==> src/rtl/graphics_pkg.sv <==
// graphics_pkg: VGA 640x480@60 timing, frame-buffer size and the pixel word
// shared by the Graphics_ASIC pixel-sink blocks.
package graphics_pkg;
  localparam int H_VISIBLE = 640;
  localparam int H_FP = 16;
  localparam int H_SYNC = 96;
  localparam int H_BP = 48;
  localparam int H_TOTAL = H_VISIBLE + H_FP + H_SYNC + H_BP;
  localparam int V_VISIBLE = 480;
  localparam int V_FP = 10;
  localparam int V_SYNC = 2;
  localparam int V_BP = 33;
  localparam int V_TOTAL = V_VISIBLE + V_FP + V_SYNC + V_BP;
  localparam int FB_SIZE = H_VISIBLE * V_VISIBLE;
  localparam int COLOR_W = 3;
  localparam int ADDR_W = 19;
  localparam int PIX_W = ADDR_W + COLOR_W;
  typedef struct packed {
    logic [ADDR_W-1:0]  addr;
    logic [COLOR_W-1:0] color;
  } pixel_t;
endpackage

==> src/rtl/pixel_fifo.sv <==
// pixel_fifo: synchronous FIFO holding pixel words until a frame-buffer
// write slot is free. A push while full is ignored even if a pop happens.
module pixel_fifo #(
  parameter int DEPTH = 4,
  parameter int W = 22
) (
  input  logic                     clk,
  input  logic                     rst,
  input  logic                     push,
  input  logic                     pop,
  input  logic [W-1:0]             din,
  output logic [W-1:0]             dout,
  output logic [$clog2(DEPTH):0]   count,
  output logic                     full,
  output logic                     empty
);
  localparam int AW = $clog2(DEPTH);
  localparam int CW = AW + 1;
  logic [W-1:0] mem_q [DEPTH];
  logic [AW-1:0] wr_q, wr_d, rd_q, rd_d;
  logic [CW-1:0] cnt_q, cnt_d;
  logic do_push, do_pop;
  assign do_push = push & ~full;
  assign do_pop = pop & ~empty;
  assign dout = mem_q[rd_q];
  assign count = cnt_q;
  assign full = cnt_q == CW'(DEPTH);
  assign empty = cnt_q == '0;
  always_comb begin
    wr_d = do_push ? wr_q + AW'(1) : wr_q;
    rd_d = do_pop ? rd_q + AW'(1) : rd_q;
    cnt_d = cnt_q + CW'(do_push) - CW'(do_pop);
  end
  always_ff @(posedge clk) begin
    if (!rst) begin
      wr_q <= '0;
      rd_q <= '0;
      cnt_q <= '0;
    end else begin
      wr_q <= wr_d;
      rd_q <= rd_d;
      cnt_q <= cnt_d;
    end
  end
  always_ff @(posedge clk) begin
    if (do_push) mem_q[wr_q] <= din;
  end
endmodule

==> src/rtl/vga_pixel_sink.sv <==
// vga_pixel_sink: queues incoming pixels into a single-port frame buffer and
// scans it out as VGA; even clocks are read slots, odd clocks write slots.
module vga_pixel_sink
  import graphics_pkg::*;
#(
  parameter int FIFO_DEPTH = 4,
  parameter int H_VISIBLE = graphics_pkg::H_VISIBLE,
  parameter int V_VISIBLE = graphics_pkg::V_VISIBLE
) (
  input  logic               clk,
  input  logic               rst,
  input  logic [COLOR_W-1:0] color,
  input  logic [ADDR_W-1:0]  pixel_address,
  output logic               VGA_ready,
  output logic [ADDR_W-1:0]  fb_addr,
  output logic [COLOR_W-1:0] fb_wdata,
  output logic               fb_we,
  input  logic [COLOR_W-1:0] fb_rdata,
  output logic               vga_hsync,
  output logic               vga_vsync,
  output logic [COLOR_W-1:0] vga_color,
  output logic               frame_start
);
  localparam int CNT_W = $clog2(FIFO_DEPTH) + 1;
  localparam logic [9:0] H_VIS = 10'(H_VISIBLE);
  localparam logic [9:0] H_SS = 10'(H_VISIBLE + H_FP);
  localparam logic [9:0] H_SE = 10'(H_VISIBLE + H_FP + H_SYNC);
  localparam logic [9:0] H_LAST = 10'(H_VISIBLE + H_FP + H_SYNC + H_BP - 1);
  localparam logic [9:0] V_VIS = 10'(V_VISIBLE);
  localparam logic [9:0] V_SS = 10'(V_VISIBLE + V_FP);
  localparam logic [9:0] V_SE = 10'(V_VISIBLE + V_FP + V_SYNC);
  localparam logic [9:0] V_LAST = 10'(V_VISIBLE + V_FP + V_SYNC + V_BP - 1);
  localparam logic [ADDR_W-1:0] LINE_W = ADDR_W'(H_VISIBLE);
  localparam logic [ADDR_W-1:0] FB_LIM = ADDR_W'(H_VISIBLE * V_VISIBLE);
  pixel_t head;
  logic [CNT_W-1:0] count;
  logic full, empty, pop, vis, h_last, v_last;
  logic phase_q;
  logic [9:0] h_q, h_d, v_q, v_d;
  logic hs_q, hs_d, vs_q, vs_d, fs_q, fs_d;
  logic [COLOR_W-1:0] col_q, col_d;
  logic [ADDR_W-1:0] scan_addr;
  pixel_fifo #(.DEPTH(FIFO_DEPTH), .W(PIX_W)) u_fifo (
    .clk(clk),
    .rst(rst),
    .push(VGA_ready),
    .pop(pop),
    .din({pixel_address, color}),
    .dout(head),
    .count(count),
    .full(full),
    .empty(empty)
  );
  assign VGA_ready = rst & (count < CNT_W'(FIFO_DEPTH));
  assert property (@(posedge clk) full |-> count == CNT_W'(FIFO_DEPTH));
  assign vga_hsync = hs_q;
  assign vga_vsync = vs_q;
  assign vga_color = col_q;
  assign frame_start = fs_q;
  always_comb begin
    h_last = h_q == H_LAST;
    v_last = v_q == V_LAST;
    h_d = h_last ? '0 : h_q + 10'd1;
    v_d = !h_last ? v_q : v_last ? '0 : v_q + 10'd1;
    vis = (h_q < H_VIS) && (v_q < V_VIS);
    hs_d = !(h_q >= H_SS && h_q < H_SE);
    vs_d = !(v_q >= V_SS && v_q < V_SE);
    col_d = vis ? fb_rdata : '0;
    fs_d = phase_q & h_last & v_last;
    scan_addr = ADDR_W'(v_q) * LINE_W + ADDR_W'(h_q);
    pop = rst & phase_q & ~empty;
    fb_we = pop & (head.addr < FB_LIM);
    fb_wdata = fb_we ? head.color : '0;
    fb_addr = !rst ? '0 : phase_q ? (pop ? head.addr : '0) : (vis ? scan_addr : '0);
  end
  // colour and syncs of one pixel register together at the end of its write slot
  always_ff @(posedge clk) begin
    if (!rst) begin
      phase_q <= 1'b0;
      h_q <= '0;
      v_q <= '0;
      hs_q <= 1'b1;
      vs_q <= 1'b1;
      col_q <= '0;
      fs_q <= 1'b0;
    end else begin
      phase_q <= ~phase_q;
      fs_q <= fs_d;
      if (phase_q) begin
        h_q <= h_d;
        v_q <= v_d;
        hs_q <= hs_d;
        vs_q <= vs_d;
        col_q <= col_d;
      end
    end
  end
endmodule
==> config.mk <==
export PLATFORM = sky130hd
export DESIGN_NAME = vga_pixel_sink
export DESIGN_NICKNAME = d
export VERILOG_FILES = /design/src/rtl/graphics_pkg.sv /design/src/rtl/pixel_fifo.sv /design/src/rtl/vga_pixel_sink.sv
export SDC_FILE = /design/constraint.sdc
export NUM_CORES = 1
export LEC_CHECK = 0
export ABC_AREA = 1
export CORE_MARGIN = 5
export CORE_UTILIZATION = 30
export CTS_CLUSTER_SIZE = 8
export DETAILED_ROUTE_END_ITERATION = 8
export PLACE_DENSITY_LB_ADDON = 0.05
export RECOVER_POWER = 50
export SETUP_SLACK_MARGIN = 0.5
export SLEW_MARGIN = 20
export SYNTH_ARGS = -nofsm -noshare
export SYNTH_HDL_FRONTEND = slang
export SYNTH_HIERARCHICAL = 1
export SYNTH_SLANG_ARGS = --single-unit
==> constraint.sdc <==
create_clock -name clk -period 6.4 [get_ports clk]
set_input_delay 1.28 -clock clk [delete_from_list [all_inputs] [get_ports clk]]
set_output_delay 1.28 -clock clk [all_outputs]
set_load 0.02 [all_outputs]
==> flow_summary.toml <==
[status]
status = "finished, final reports clean"

[clocking]
htree_levels = 4
cts_tree = "done"
cts_resized = 0
cts_buffers = 17
clock_latency_ns = 0.42
cts.sinks = 124
hold_buffers = 0
cts_setup_buffers = 0
ctsRootBufferMaster = "clkbuf_16"
cts_buffer_depth = 2
clk_pin_slew_ns = 0.06

[worst_setup_path]
slowest_delay_ns = 0.93
cp_slowest_cell = "dlygate4sd3_1"
required_ns = 5.12
critPathMostFrequentCell = "o21ai_1"
startpoint_type = "input pin"
path_cells = "dlygate4sd3_1 > clkinv_1 > nor2_1 > nand2_2 > inv_4 > o21ai_1 > o21ai_1 > clkdlybuf4s50_1"
reg2regPathDepth = 12
rrSetupSlack_ns = 3.71
timing.rr.end = "u_fifo/count[1]"
critical_path_peak_fanout = 15
worstSetupPathType = "in2out"
end_kind = "output port"
arrival_ns = 4.50
reg2reg_from = "u_fifo/count[2]"

[timing]
hold_viol_final = 0
finClkSkew_ns = 0.0130
final.setup.tns_ns = 0
period_share_pct = 90.3
setup_viol = 0
tightest_slew_ns = 0.819
slew_violations = 0
fmax_mhz = 173
period_minus_slack_ns = 5.78
relSlewSlack_pct = 45.4
rsz0062_at_grt = "no"

[global_routing]
antenna_found_initial = 0
first_global_vias = 4576
grtUsageTotal_pct = 13.5
grt.overflow.total = 0
grt_max_degree = 46
grt_pass1_wl_mm = 25.1

[flow_run]
cap_violations = 0

[pwr]
swShare_pct = 28.5
p_int_mw = 1.65
leakagePower_nw = 2.96
p_total_mw = 2.31
peakVddDrop_uv = 185
power_per_cell_area_nw_per_um2 = 306
switchingPower_mw = 0.659
pwr-share-comb_pct = 16.0
clkPwrFrac_pct = 41.3
power_frac_seq_pct = 42.7

[place]
port_buffers = 56
gp_congestion = 0.835
hpwl_mm = 10.9

[synthesis]
syn_nets = 711
ys_warn_count = 6
synth_cells = 652
syn_area_um2 = 6160
syn_avg_cell_area_um2 = 9.46

[die]
core_region_area_um2 = 20200
io_pins = 57
dieArea_um2 = 23500
start_util_pct = 30.5
die_x_um = 153
die_y_um = 153
rows = 52

[detailed_routing]
routed_wl_mm = 15.8
first_pass_iters = 5
vias_per_cell = 4.70
vias = 4690
wl_per_cell_um = 15.8
drc = 0
first_iter_violations = 206
drtAntennaViolNets = 0

[hold_path]
hp-class = "reg2reg"
min_from = "vga_color[2]"
holdPathStages = 2
min_to = "vga_color[2]"

[final_layout]
layout-drive-gt1-share_pct = 7.98
layout_common_cells = "nand2_1, edfxtp_1, nor2_1"
final_common_cell = "nand2_1"
num_antenna_cells = 0
nets = 773
areaGrowthSynthToFinish_pct = 22.6
n_fill_cell = 2026
metal layers:
metal / track usage (%) / vias up / routed length (um)
li1: - / 2364 / -
met1: 17.0 / 2225 / 7400
met2: 23.0 / 82 / 7610
met3: 3.14 / 19 / 520
met4: 4.46 / 0 / 245
met5: 0 / - / 0
layout make-up:
class | count | area [um^2] | area share (%)
Multi-Input combinational cell | 434 | 2380 | 31.5
Sequential cell | 124 | 3360 | 44.5
Clock inverter | 15 | 164 | 2.17
Clock buffer | 17 | 425 | 5.63
Tap cell | 270 | 338 | 4.47
Inverter | 78 | 304 | 4.02
Timing Repair Buffer | 59 | 583 | 7.71
critical path, delay by kind of cell:
| kind | cells | cell delay (ns) |
|---|---|---|
| buffers and inverters | 4 | 2.23 |
| AND/OR/NAND/NOR | 2 | 0.73 |
| AO/OA/AOI/OAI | 2 | 0.25 |
how the worst max path moves through the flow:
stage / start / end / slack, ns / cells past startpoint
final: rst / fb_addr[9] / 0.62 / 8
after global routing: rst / fb_addr[9] / 0.39 / 8
after CTS: rst / fb_wdata[1] / 0.83 / 6
after detailed placement: rst / fb_wdata[1] / 0.85 / 6
after global placement: rst / fb_wdata[0] / 0.91 / 6
after floorplan: rst / fb_addr[11] / 2.66 / 5
power by group through the flow:
stage | Sequential [mW] | Clock [mW] | Combinational (mW)
6_report | 0.987 | 0.956 | 0.369
4_1_cts | 0.989 | 0.980 | 0.386
5_1_grt | 0.995 | 1.01 | 0.418
3_5_place_dp | 1.01 | 0 | 0.384
3_3_place_gp | 1.00 | 0 | 0.382
2_1_floorplan | 1.00 | 0 | 0.232
sequential cells by signal, summed over array words and instances, names as in the netlist, named ones only:
register      flops
vga_color         3
u_fifo/count      3
u_fifo/wr_q       2
phase_q           1
v_q              10
h_q              10
u_fifo/rd_q       2
frame_start       1
vga_hsync         1
vga_vsync         1
u_fifo/mem_q     88
metrics by stage:
step	hold slack (ns)	std cells	instance area [um^2]	util, %	setup slack [ns]
6_report	0.461	997	7560	37.4	0.622
5_1_grt	0.504	997	7560	37.4	0.392
4_1_cts	0.479	997	7570	37.4	0.835
3_5_place_dp	0.464	965	6980	34.5	0.853
3_3_place_gp	0.463	965	6980	34.5	0.911
2_1_floorplan	0.448	652	6160	-	2.66
(Power assumes the default switching activity.)
